**config.mk**
```make
export PLATFORM = sky130hd
export DESIGN_NAME = gemm_sequencer
export DESIGN_NICKNAME = d
export VERILOG_FILES = /design/src/rtl/gemm_sequencer.sv
export SDC_FILE = /design/constraint.sdc
export NUM_CORES = 1
export LEC_CHECK = 0
export ABC_CLOCK_PERIOD_IN_PS = 2850
export BUFFER_PORTS_ARGS = -buffer_cell sky130_fd_sc_hd__buf_2
export CAP_MARGIN = 0
export CORE_MARGIN = 2
export CORE_UTILIZATION = 55
export CTS_CLUSTER_DIAMETER = 40
export CTS_CLUSTER_SIZE = 25
export DETAILED_ROUTE_END_ITERATION = 8
export HOLD_SLACK_MARGIN = 0.08
export PLACE_DENSITY_LB_ADDON = 0.08
export SKIP_CTS_REPAIR_TIMING = 1
export SLEW_MARGIN = 25
export SYNTH_ARGS = -nofsm -noshare
export SYNTH_HDL_FRONTEND = slang
export SYNTH_SLANG_ARGS = --single-unit
```
**constraint.sdc**
```tcl
create_clock -name clk -period 2.85 [get_ports clk]
set_clock_uncertainty 0.2 [all_clocks]
set_input_delay 0.57 -clock clk [delete_from_list [all_inputs] [get_ports clk]]
set_output_delay 0.57 -clock clk [all_outputs]
set_load 0.05 [all_outputs]
```
**src/rtl/gemm_sequencer.sv**
```systemverilog
// gemm_sequencer: turns one host command at a time into the per-cycle
// shift, bank-switch, page-select and writeback strobes for the W/X
// register files and the systolic multiplier. Handles M x K by K x N
// matmuls, serial load/store, a fixed drain period and done/err reporting.
module gemm_sequencer #(
   parameter int ARRAY     = 8,
   parameter int DIM_BITS  = 9,
   parameter int PAGE_BITS = 2,
   parameter int LAT       = 16
) (
   input  logic                 clk,
   input  logic                 reset,
   input  logic                 enable,
   input  logic                 cmd_valid,
   output logic                 cmd_ready,
   input  logic [3:0]           cmd_op,
   input  logic [3:0]           cmd_a,
   input  logic [3:0]           cmd_b,
   input  logic [3:0]           cmd_dst,
   input  logic [3:0]           cmd_cfg,
   input  logic [DIM_BITS-1:0]  cmd_k,
   input  logic [3:0]           cmd_m,
   input  logic [3:0]           cmd_n,
   output logic                 w_shift_en,
   output logic                 x_shift_en,
   output logic                 w_switch,
   output logic                 x_switch,
   output logic [PAGE_BITS-1:0] w_rd_page,
   output logic [PAGE_BITS-1:0] x_rd_page,
   output logic                 wr_w,
   output logic                 wr_x,
   output logic [PAGE_BITS-1:0] wr_page,
   output logic                 wr_acc,
   output logic                 relu,
   input  logic [ARRAY-1:0]     mult_clear_out,
   output logic [ARRAY-1:0]     y_valid,
   output logic                 ser_wr,
   output logic                 ser_rd,
   output logic                 busy,
   output logic                 done,
   output logic                 err
);

   localparam int DRAIN_W = $clog2(LAT + 1);

   typedef enum logic [1:0] {IDLE, STREAM, DRAIN, SERIAL} state_t;

   state_t                state_reg;
   logic [DIM_BITS-1:0]   k_last_reg;
   logic [3:0]            m_reg;
   logic [3:0]            m_last_reg;
   logic [3:0]            n_last_reg;
   logic [PAGE_BITS-1:0]  a_page_reg;
   logic [PAGE_BITS-1:0]  b_page_reg;
   logic [PAGE_BITS-1:0]  dst_page_reg;
   logic                  a_is_w_reg;
   logic                  dst_is_w_reg;
   logic                  acc_reg;
   logic                  relu_reg;
   logic                  transpose_reg;
   logic                  ser_mode_reg;
   logic                  ser_read_reg;
   logic [DIM_BITS-1:0]   c_cnt_reg;
   logic [3:0]            l_cnt_reg;
   logic [3:0]            x_cnt_reg;
   logic [DRAIN_W-1:0]    drain_reg;
   logic                  done_reg;
   logic                  err_reg;
   logic [ARRAY-1:0]      y_valid_reg;

   logic                  active;
   logic                  accept;
   logic                  illegal;
   logic                  c_end;
   logic                  l_end;
   logic                  x_end;
   logic                  in_matmul;
   logic                  stream_act;
   logic                  serial_act;
   logic                  w_sw_raw;
   logic                  x_sw_raw;
   logic                  wr_any;
   logic [ARRAY-1:0]      line_mask;
   logic                  unused_bits;

   // Command field bits that carry no meaning here (reserved cfg bit and
   // page-field bits above PAGE_BITS) are folded away explicitly.
   assign unused_bits = ^{cmd_cfg[1], cmd_a, cmd_b, cmd_dst};

   // Strobes are only ever produced in an enabled, non-reset cycle.
   assign active = enable && !reset;
   assign cmd_ready = (state_reg == IDLE) && active;
   assign accept = cmd_valid && cmd_ready;

   // Commands with empty or oversized shapes, unknown opcodes, or a matmul
   // reading both operands from the same file are rejected with err.
   assign illegal = (cmd_op > 4'd3) || (cmd_k == '0) ||
                    (cmd_m == 4'd0) || (cmd_n == 4'd0) ||
                    (int'(cmd_m) > ARRAY) || (int'(cmd_n) > ARRAY) ||
                    ((cmd_op == 4'd1) && (cmd_a[3] == cmd_b[3]));

   assign c_end = (c_cnt_reg == k_last_reg);
   assign l_end = (l_cnt_reg == m_last_reg);
   assign x_end = (x_cnt_reg == n_last_reg);

   // Only the first m_reg multiplier lines carry live results.
   genvar gi;
   generate
      for (gi = 0; gi < ARRAY; gi++) begin : g_mask
         assign line_mask[gi] = (gi < int'(m_reg));
      end
   endgenerate

   // Single FSM: command latch, nested c/l/x counters, drain timer, pulses.
   always_ff @(posedge clk) begin
      if (reset) begin
         state_reg     <= IDLE;
         k_last_reg    <= '0;
         m_reg         <= '0;
         m_last_reg    <= '0;
         n_last_reg    <= '0;
         a_page_reg    <= '0;
         b_page_reg    <= '0;
         dst_page_reg  <= '0;
         a_is_w_reg    <= 1'b0;
         dst_is_w_reg  <= 1'b0;
         acc_reg       <= 1'b0;
         relu_reg      <= 1'b0;
         transpose_reg <= 1'b0;
         ser_mode_reg  <= 1'b0;
         ser_read_reg  <= 1'b0;
         c_cnt_reg     <= '0;
         l_cnt_reg     <= '0;
         x_cnt_reg     <= '0;
         drain_reg     <= '0;
         done_reg      <= 1'b0;
         err_reg       <= 1'b0;
         y_valid_reg   <= '0;
      end else if (enable) begin
         done_reg    <= 1'b0;
         err_reg     <= 1'b0;
         y_valid_reg <= mult_clear_out & line_mask;
         case (state_reg)
            IDLE: begin
               if (accept && (cmd_op != 4'd0)) begin
                  if (illegal) begin
                     err_reg <= 1'b1;
                  end else begin
                     k_last_reg    <= cmd_k - 1'b1;
                     m_reg         <= cmd_m;
                     m_last_reg    <= cmd_m - 4'd1;
                     n_last_reg    <= cmd_n - 4'd1;
                     a_page_reg    <= cmd_a[PAGE_BITS-1:0];
                     b_page_reg    <= cmd_b[PAGE_BITS-1:0];
                     dst_page_reg  <= cmd_dst[PAGE_BITS-1:0];
                     a_is_w_reg    <= cmd_a[3];
                     dst_is_w_reg  <= cmd_dst[3];
                     acc_reg       <= cmd_cfg[3] && (cmd_op == 4'd1);
                     relu_reg      <= cmd_cfg[2];
                     transpose_reg <= cmd_cfg[0];
                     ser_mode_reg  <= (cmd_op != 4'd1);
                     ser_read_reg  <= (cmd_op == 4'd3);
                     c_cnt_reg     <= '0;
                     l_cnt_reg     <= '0;
                     x_cnt_reg     <= '0;
                     state_reg     <= (cmd_op == 4'd1) ? STREAM : SERIAL;
                  end
               end
            end
            STREAM: begin
               if (c_end) begin
                  c_cnt_reg <= '0;
                  if (l_end) begin
                     l_cnt_reg <= '0;
                     if (x_end) begin
                        x_cnt_reg <= '0;
                        drain_reg <= DRAIN_W'(LAT - 1);
                        state_reg <= DRAIN;
                     end else begin
                        x_cnt_reg <= x_cnt_reg + 4'd1;
                     end
                  end else begin
                     l_cnt_reg <= l_cnt_reg + 4'd1;
                  end
               end else begin
                  c_cnt_reg <= c_cnt_reg + 1'b1;
               end
            end
            DRAIN: begin
               if (drain_reg == '0) begin
                  done_reg  <= 1'b1;
                  state_reg <= IDLE;
               end else begin
                  drain_reg <= drain_reg - 1'b1;
               end
            end
            SERIAL: begin
               if (c_end) begin
                  c_cnt_reg <= '0;
                  done_reg  <= 1'b1;
                  state_reg <= IDLE;
               end else begin
                  c_cnt_reg <= c_cnt_reg + 1'b1;
               end
            end
            default: state_reg <= IDLE;
         endcase
      end
   end

   // Per-cycle strobes decoded from the registered state and counters.
   assign in_matmul  = (state_reg == STREAM) || (state_reg == DRAIN);
   assign stream_act = (state_reg == STREAM) && active;
   assign serial_act = (state_reg == SERIAL) && active;
   assign w_sw_raw   = stream_act && c_end;
   assign x_sw_raw   = w_sw_raw && l_end;
   assign wr_any     = in_matmul && active && (y_valid_reg != '0);

   assign w_shift_en = stream_act;
   assign x_shift_en = stream_act;
   assign w_switch   = transpose_reg ? x_sw_raw : w_sw_raw;
   assign x_switch   = transpose_reg ? w_sw_raw : x_sw_raw;
   assign w_rd_page  = a_is_w_reg ? a_page_reg : b_page_reg;
   assign x_rd_page  = a_is_w_reg ? b_page_reg : a_page_reg;
   assign wr_w       = wr_any && dst_is_w_reg;
   assign wr_x       = wr_any && !dst_is_w_reg;
   assign wr_page    = ser_mode_reg ? a_page_reg : dst_page_reg;
   assign wr_acc     = acc_reg;
   assign relu       = relu_reg && in_matmul;
   assign y_valid    = y_valid_reg;
   assign ser_wr     = serial_act && !ser_read_reg;
   assign ser_rd     = serial_act && ser_read_reg;
   assign busy       = (state_reg != IDLE);
   assign done       = done_reg && active;
   assign err        = err_reg && active;

endmodule

```
==> results of run 1 <==
==> cell usage in the layout (no fill, tap or decap), drive strengths merged, types with 2 or more instances in the layout <==
master    Yosys  layout
clkbuf        9      11
nor4          6       6
nor2b         3       3
xor2         21      21
or3           8       8
ha           14      14
bufinv        0       2
a41o          2       2
a211oi       19      19
mux2i         2       2
a21oi        31      31
clkinvlp      0       2
a32o          6       6
nor2         42      42
nor3b         4       4
dfxtp        68      68
inv          20      20
nand2        60      60
o21a          2       2
o31ai         3       3
o22ai         3       3
mux2          6       6
a31oi        12      12
and2          4       4
nand3        17      17
buf          12      85
and3         14      14
and2b         2       2
nand2b        3       3
o21ai        13      13
a311oi        4       4
xnor2         9       9
nor3         11      11
o211ai        3       3
nand4         4       4
==> worst paths after layout <==
| kind | startpoint | to |
|---|---|---|
| hold / removal | cmd_k[0] | k_last_reg[0]$_SDFFE_PP0P_ |
| setup / recovery | c_cnt_reg[2]$_SDFFE_PP0P_ | w_switch |
| setup reg to reg | c_cnt_reg[2]$_SDFFE_PP0P_ | l_cnt_reg[2]$_SDFFE_PP0P_ |
| hold reg to reg | relu_reg$_SDFFE_PP0P_ | relu_reg$_SDFFE_PP0P_ |
==> through the flow <==
| stage | worst slack (ns) | setup TNS [ns] | hold WS (ns) | cell area, um^2 | util [%] |
|---|---|---|---|---|---|
| 2_1_floorplan | 0.0618 | 0 | 0.232 | 3780 | - |
| 3_3_place_gp | 0.0855 | 0 | 0.237 | 4250 | 63.2 |
| 3_5_place_dp | 0.0522 | 0 | 0.242 | 4250 | 63.2 |
| 4_1_cts | 0.0887 | 0 | 0.217 | 4480 | 66.7 |
| 5_1_grt | -0.0326 | -0.0651 | 0.221 | 4490 | 66.9 |
| 6_report | 0.121 | 0 | 0.230 | 4490 | 66.9 |
==> per-layer routing <==
| layer | track usage, % | share of wire (%) | routed length (um) |
|---|---|---|---|
| met4 | 5.97 | 0.94 | 80 |
| met2 | 35.1 | 46 | 3910 |
| met5 | 0 | 0 | 0 |
| met1 | 32.8 | 48 | 4050 |
| met3 | 5.43 | 5.2 | 441 |
==> power by group <==
part | total, W | internal, W | leakage (nW) | switching (W)
registers | 0.000983 | 0.000967 | 0.548 | 0.0000158
clock network | 0.000918 | 0.000542 | 0.112 | 0.000377
logic | 0.000362 | 0.000134 | 1.27 | 0.000228
total | 0.00226 | 0.00164 | 1.93 | 0.000621
==> worst max-delay path, delay by kind of cell, from the launching register on <==
family,cells,cell delay [ns]
DFF,1,0.42
xor gates and xnor gates,1,0.12
and+or+nand+nor,4,0.82
buffers and inverters,1,0.26
==> logic make-up after synthesis <==
kind of cell,synth area share [%]
AOI/OAI and AO/OA,20.3
xor gates and xnor gates,7.16
adders and majority gates,4.64
buffers and inverters,4.68
DFF,36.1
muxes,2.32
and+or+nand+nor,24.8
==> final cells by class <==
| cell class | count | area, um^2 | share of cell area (%) |
|---|---|---|---|
| well taps | 80 | 100 | 2.23 |
| clock inverters | 5 | 83.8 | 1.87 |
| repair buffers | 85 | 458 | 10.2 |
| inverters | 20 | 75.1 | 1.67 |
| clock buffers | 11 | 151 | 3.37 |
| multi-input cells | 338 | 2260 | 50.4 |
| flip-flops and latches | 68 | 1360 | 30.3 |
==> impl_metrics.json, run 1 <==
{
  "outcome": "finished clean",
  "initial_core_util_pct": 56.1,
  "grt_remaining_overflow": 0,
  "final_min_period_over_clock_period_pct": 95.8,
  "wire_length_of_the_first_global_routing_pass_um": 13600,
  "synth_seq_cells": 68,
  "slew-limit-headroom_pct": 50.6,
  "area_delta_synth_final_pct": 19.1,
  "synth.net_count": 510,
  "primary_flip_flop_cell_chosen_by_synthesis_mapping": "dfxtp_1",
  "timing.hold.worst_path_depth": 2,
  "final.min_clock_period_ns": 2.73,
  "worst_setup_hold_path_clk_slew_ns": 0.07,
  "synth.most_common_cell": "dfxtp_1",
  "layout-drive-gt1-share_pct": 25.6,
  "worst-r2r-cell-count": 7,
  "grt_max_degree": 34,
  "design.portCount": 77,
  "clk_latency_ns": 0.35,
  "route.detailed.drc": 0,
  "drt-total-wl_um": 8480,
  "grt.total_usage_pct": 23.0,
  "final_stage_net_count": 585,
  "worstHoldPathType": "input pin to register",
  "via_count": 3385,
  "synth.lib_cells_used.distinct": 58,
  "placeableCoreArea_um2": 6720,
  "numCtsBuffers": 9,
  "timing.setup.critical_path_class": "register to primary output",
  "cts.sink_count": 68,
  "critPathArrivalTime_ns": 1.96,
  "setup_viol_count_final": 0,
  "synthesis.instances": 447,
  "ir_worst_vdd_v": 0.000332,
  "dr.pass1.iters": 4,
  "synth-edff-count": 0,
  "cts-root-to-sink-buffers": 2,
  "gp_routability_congestion": 0.789,
  "post_drt_via_cell_ratio": 5.58,
  "p_leak_nw": 1.93,
  "synth.top_cell.area_share_pct": 36.1,
  "regToRegSetupSlack_ns": 0.66,
  "avgSynthCellArea_um2": 8.44,
  "cell_at_the_root_of_the_clock_tree": "clkbuf_8",
  "stdcell_count": 607,
  "report.final.hold_viol_count": 0,
  "critical-path-slowest-cell": "dfxtp_1",
  "synth_seq_area_share_pct": 36.1,
  "crit_chain": "xor2_1 > nor4_2 > and3_1 > nand2_1 > nor2_2 > buf_2",
  "timing.critical_path.to_type": "primary output",
  "dieWidth_um": 86.8,
  "antenna_found_initial": 0,
  "routedWlPerCell_um": 14.0,
  "timing.critical_path.required_ns": 2.08,
  "worst_path_largest_cell_delay_ns": 0.42,
  "diodes": 0,
  "finalPower_w": 0.00226,
  "ys_async_sr_fraction_pct": 0,
  "post_route_antenna_net_violation_count": 0,
  "floorplan.die_area_um2": 7540,
  "power_density_nw_per_um2": 504,
  "h-tree-depth": 3,
  "post-dp-hpwl_um": 6330,
  "final-max-slew-violation-count": 0,
  "synth_warnings": 0,
  "dp.cells": 591,
  "synth_top_cells_by_count": "dfxtp_1, nand2_1, nor2_1",
  "worst_max_slew_pin_slew_ns": 0.734,
  "height_of_the_chip_um": 86.8,
  "max-cap-violations": 0,
  "synth.cell_area_um2": 3770,
  "vias_in_the_first_global_route": 2879,
  "maximum_fanout_along_the_worst_path": 5,
  "layout.filler_cells": 596,
  "tritoncts": "done",
  "startpoint_class_of_the_critical_path": "register",
  "io_buffer_count": 72,
  "synth_top_cell_by_area": "dfxtp_1",
  "maxClockFrequency_mhz": 366,
  "synthTopCellsByArea": "dfxtp_1, nand2_1, xor2_1",
  "num_rows": 30,
  "detailed_route_iter0_violations": 190
}
(Power assumes the default switching activity.)
==> run 2, diff against run 1 <==
Settings changed: BUFFER_PORTS_ARGS -buffer_cell sky130_fd_sc_hd__buf_2 to not set, CORE_UTILIZATION 55 to 60, DONT_BUFFER_PORTS set to 1, GPL_TIMING_DRIVEN set to 0.
==> run 2 against run 1 <==
Against the previous run: via count fell by 2.6%; first-iteration DRC count is 31% higher; sequential cell count is the same; critical endpoint is now wr_x; largest power group is now clock; critical path type unchanged; register-to-register slack worse by 0.04 ns; setup slack got worse by 0.10 ns; fmax is 3.6% lower; largest cell class unchanged.
==> impl_metrics.json, run 2 (synthesis results as in run 1) <==
{
  "final.min_clock_period_ns": 2.83,
  "timing.critical_path.required_ns": 2.08,
  "height_of_the_chip_um": 83.3,
  "area_delta_synth_final_pct": 11.1,
  "drt-total-wl_um": 9380,
  "worstHoldPathType": "input pin to register",
  "max-cap-violations": 0,
  "worst_max_slew_pin_slew_ns": 0.881,
  "timing.setup.critical_path_class": "register to primary output",
  "antenna_found_initial": 0,
  "final_min_period_over_clock_period_pct": 99.3,
  "route.detailed.drc": 0,
  "floorplan.die_area_um2": 6940,
  "startpoint_class_of_the_critical_path": "register",
  "clk_latency_ns": 0.34,
  "report.final.hold_viol_count": 0,
  "timing.critical_path.to_type": "primary output",
  "initial_core_util_pct": 63.0,
  "gp_routability_congestion": 0.864,
  "vias_in_the_first_global_route": 3176,
  "wire_length_of_the_first_global_routing_pass_um": 15600,
  "regToRegSetupSlack_ns": 0.62,
  "final.setup.tns_ns": 0,
  "critical-path-slowest-cell": "nor2_1",
  "dr.pass1.iters": 4,
  "post_drt_via_cell_ratio": 6.14,
  "maximum_fanout_along_the_worst_path": 3,
  "rsz0062_at_grt": "true",
  "cts.sink_count": 68,
  "slew-limit-headroom_pct": 41.0,
  "worst_path_largest_cell_delay_ns": 0.69,
  "dieWidth_um": 83.3,
  "dp.cells": 522,
  "finalPower_w": 0.00236,
  "power_density_nw_per_um2": 563,
  "io_buffer_count": 0,
  "most_frequent_cells_in_the_layout": "dfxtp_1, nand2_1, nor2_1",
  "grt.total_usage_pct": 27.7,
  "critPathArrivalTime_ns": 2.06,
  "final-max-slew-violation-count": 0,
  "design.portCount": 77,
  "maxClockFrequency_mhz": 353,
  "grt_remaining_overflow": 0,
  "stdcell_count": 537,
  "outcome": "finished clean",
  "diodes": 0,
  "via_count": 3298,
  "final_stage_net_count": 521,
  "post-dp-hpwl_um": 6960,
  "num_rows": 28,
  "worst_setup_hold_path_clk_slew_ns": 0.08,
  "layout.cells.most_common": "dfxtp_1",
  "routedWlPerCell_um": 17.5,
  "placeableCoreArea_um2": 5990,
  "cell_at_the_root_of_the_clock_tree": "clkbuf_8",
  "crit_chain": "nor4_1 > nand2_1 > nand3_1 > nor2_1",
  "post_route_antenna_net_violation_count": 0,
  "grt_max_degree": 13,
  "numCtsBuffers": 9,
  "setup_viol_count_final": 0,
  "h-tree-depth": 3,
  "layout-drive-gt1-share_pct": 13.4,
  "tritoncts": "done",
  "p_leak_nw": 1.62,
  "ir_worst_vdd_v": 0.000375,
  "detailed_route_iter0_violations": 249,
  "cts-root-to-sink-buffers": 2
}
==> run 2: cell count changes in the layout (fill, tap and decap cells not counted), moves of 3 or more <==
cell	before	now
clkbuf_1	0	9
buf_2	72	5
buf_1	0	3
buf_4	13	2
==> run 2: cell type report <==
| type | instances | area, um^2 |
|---|---|---|
| clock buffers | 9 | 124 |
| well taps | 75 | 93.8 |
| multi-input cells | 338 | 2290 |
| flip-flops and latches | 68 | 1360 |
| clock inverters | 6 | 136 |
| inverters | 20 | 75.1 |
| fillers | 469 | 1800 |
| plain buffers | 21 | 108 |
==> run 2: where the power goes <==
part | switching [W] | internal [W]
sequential | 0.0000178 | 0.000968
combinational | 0.000216 | 0.000110
clock | 0.000381 | 0.000668
==> run 2: final timing paths <==
| kind | start | cells past startpoint | end |
|---|---|---|---|
| worst max register to register | state_reg[0]$_SDFFE_PP0P_ | 6 | x_cnt_reg[3]$_SDFFE_PP0P_ |
| worst max-delay path | y_valid[0]$_SDFFE_PP0P_ | 4 | wr_x |
| worst min register to register | relu_reg$_SDFFE_PP0P_ | 2 | relu_reg$_SDFFE_PP0P_ |
| worst min-delay path | cmd_m[0] | 1 | m_last_reg[0]$_SDFFE_PP0P_ |
==> run 2: critical path: cells and delay by family, from the launching register on <==
family	cells	cell delay (ns)
flops	1	0.67
simple gates	4	1.04
==> run 2: metrics by stage <==
| stage | worst slack (ns) | utilization [%] | cell area [um^2] | hold slack, ns |
|---|---|---|---|---|
| floorplan | 0.0618 | - | 3780 | 0.232 |
| global placement | -0.279 | 64.7 | 3880 | 0.240 |
| detailed placement | -0.145 | 64.8 | 3880 | 0.248 |
| CTS | -0.413 | 69.2 | 4140 | 0.0994 |
| global route | -0.0875 | 69.9 | 4190 | 0.109 |
| finish | 0.0193 | 69.9 | 4190 | 0.104 |
==> run 2: layer usage <==
layer	share of wire (%)	GRT usage, %	up-vias
met5	0	0	-
met4	2.0	9.54	0
met3	5.1	4.37	23
met2	46	44.4	115
met1	47	38.0	1544
li1	-	-	1616
==> run 3, diff against run 2 <==
Settings changed: ABC_CLOCK_PERIOD_IN_PS 2850 to 2600, CORE_UTILIZATION 60 to 57, CTS_CLUSTER_DIAMETER 40 to not set, SLEW_MARGIN 25 to not set.
Clock period 2.85 ns to 2.6 ns, I/O delays scaled along.
==> run 3 against run 2 <==
Against the previous run: the run now ends with setup timing left; power grew 9.4%; combinational power rose by 25%; setup slack got worse by 0.041 ns; clock power grew 4%; global-route usage shrank 1.5 points; critical path depth is the same; core utilization is 1.6 points lower; non-clock buffer count up 15; die area up 5.0%; highest routed layer unchanged.
==> impl_metrics.json, run 3 (synthesis results as in run 1) <==
{
  "tritoncts": "done",
  "startpoint_class_of_the_critical_path": "register",
  "p_leak_nw": 1.69,
  "timing.critical_path.to_type": "primary output",
  "ir_worst_vdd_v": 0.000456,
  "fin_area_um2": 4370,
  "maxClockFrequency_mhz": 381,
  "slew-limit-headroom_pct": 50.7,
  "grt.total_usage_pct": 26.2,
  "via_count": 3333,
  "total_switching_power_w": 0.000696,
  "detailed_place.area_um2": 3890,
  "outcome": "complete, but fails checks",
  "design.portCount": 77,
  "worstHoldPathType": "input pin to register",
  "fin_ws_ns": -0.0216,
  "num_rows": 29,
  "clk_latency_ns": 0.34,
  "cts.sink_count": 68,
  "timing.critical_path.required_ns": 1.88,
  "io_buffer_count": 0,
  "setup_viol_count_final": 3,
  "dieWidth_um": 85.4,
  "hold_slack_ns": 0.101,
  "dpl_ws_ns": -0.286,
  "area_delta_synth_final_pct": 15.8,
  "worst_path_largest_cell_delay_ns": 0.67,
  "report.final.hold_viol_count": 0,
  "detailed_route_iter0_violations": 181,
  "post_route_antenna_net_violation_count": 0,
  "max-cap-violations": 0,
  "final.min_clock_period_ns": 2.62,
  "vias_in_the_first_global_route": 3011,
  "gp_routability_congestion": 0.863,
  "grt_remaining_overflow": 0,
  "worst_setup_hold_path_clk_slew_ns": 0.08,
  "grt_max_degree": 13,
  "power_density_nw_per_um2": 591,
  "internal_power_w": 0.00189,
  "critical-path-slowest-cell": "dfxtp_1",
  "drt-total-wl_um": 9510,
  "layout.cells.most_common": "dfxtp_1",
  "numCtsBuffers": 9,
  "seq_power_share_pct": 41.9,
  "cell_at_the_root_of_the_clock_tree": "clkbuf_8",
  "placeableCoreArea_um2": 6390,
  "final_stage_net_count": 536,
  "layout-drive-gt1-share_pct": 18.2,
  "maximum_fanout_along_the_worst_path": 3,
  "wire_length_of_the_first_global_routing_pass_um": 14900,
  "route.detailed.drc": 0,
  "p_comb_share_pct": 15.8,
  "timing.setup.critical_path_class": "register to primary output",
  "diodes": 0,
  "initial_core_util_pct": 59.1,
  "routedWlPerCell_um": 17.1,
  "height_of_the_chip_um": 85.4,
  "post-dp-hpwl_um": 6960,
  "floorplan.die_area_um2": 7280,
  "critPathArrivalTime_ns": 1.90,
  "post_drt_via_cell_ratio": 6.01,
  "most_frequent_cells_in_the_layout": "dfxtp_1, nand2_1, nor2_1",
  "failing_checks": "setup timing",
  "finalPower_w": 0.00258,
  "cts-root-to-sink-buffers": 2,
  "final-max-slew-violation-count": 0,
  "layout.filler_cells": 562,
  "p_sw_share_pct": 27.0,
  "worst_max_slew_pin_slew_ns": 0.739,
  "h-tree-depth": 3,
  "final_min_period_over_clock_period_pct": 101,
  "dr.pass1.iters": 4,
  "rsz0062_at_grt": "true",
  "finalCoreUtilization_pct": 68.4,
  "crit_chain": "nor4_1 > nand2_1 > nand3_1 > nor2_2",
  "proportion_of_power_drawn_by_the_clock_network_pct": 42.3,
  "antenna_found_initial": 0
}
-- run 3: cell count changes in the layout (fill, tap and decap cells not counted), moves of 2 or more --
cell,delta
dlygate4sd3_1,+3
nor2_1,-3
nor2_2,+3
dfxtp_2,+3
dfxtp_1,-4
buf_4,+11
inv_1,-2
-- run 3: through the flow --
stage | instances | TNS, ns
2_1_floorplan | 447 | -0.0907
3_3_place_gp | 524 | -0.554
3_5_place_dp | 524 | -0.566
4_1_cts | 540 | -2.16
5_1_grt | 555 | -0.359
6_report | 555 | -0.0448
-- run 3: worst paths after layout --
| check | from | endpoint | slack [ns] | cells after the start |
|---|---|---|---|---|
| min | cmd_dst[1] | dst_page_reg[1]$_SDFFE_PP0P_ | 0.10 | 2 |
| min reg2reg | relu_reg$_SDFFE_PP0P_ | relu_reg$_SDFFE_PP0P_ | 0.27 | 2 |
| max | y_valid[0]$_SDFFE_PP0P_ | wr_x | -0.02 | 4 |
| max reg2reg | state_reg[1]$_SDFFE_PP0P_ | c_cnt_reg[5]$_SDFFE_PP0P_ | 0.31 | 8 |
-- run 3: layer usage --
metal,share of wire [%],vias up,track usage [%]
li1,-,1640,-
met1,44,1585,33.2
met2,48,97,42.7
met3,6.4,11,7.78
met4,1.5,0,8.95
met5,0,-,0
-- run 3: power by group through the flow --
stage | logic [W] | registers [W] | clock network [W]
after floorplan | 0.000276 | 0.00110 | 0
after global placement | 0.000333 | 0.00110 | 0
after detailed placement | 0.000339 | 0.00110 | 0
after CTS | 0.000342 | 0.00108 | 0.00110
after global routing | 0.000438 | 0.00108 | 0.00115
final | 0.000408 | 0.00108 | 0.00109
-- run 3: critical path: cells and delay by family (launching register included) --
| kind | cells | cell delay, ns |
|---|---|---|
| flops | 1 | 0.67 |
| simple gates | 4 | 0.89 |
-- run 3: cell type report --
cell class / instances / area, um^2 / share of cell area (%)
Timing Repair Buffer: 15 / 124 / 2.84
Clock inverter: 5 / 108 / 2.46
Inverter: 20 / 78.8 / 1.81
Clock buffer: 11 / 141 / 3.24
Multi-Input combinational cell: 338 / 2330 / 53.4
Tap cell: 77 / 96.3 / 2.21
Sequential cell: 68 / 1370 / 31.4
Buffer: 21 / 119 / 2.72
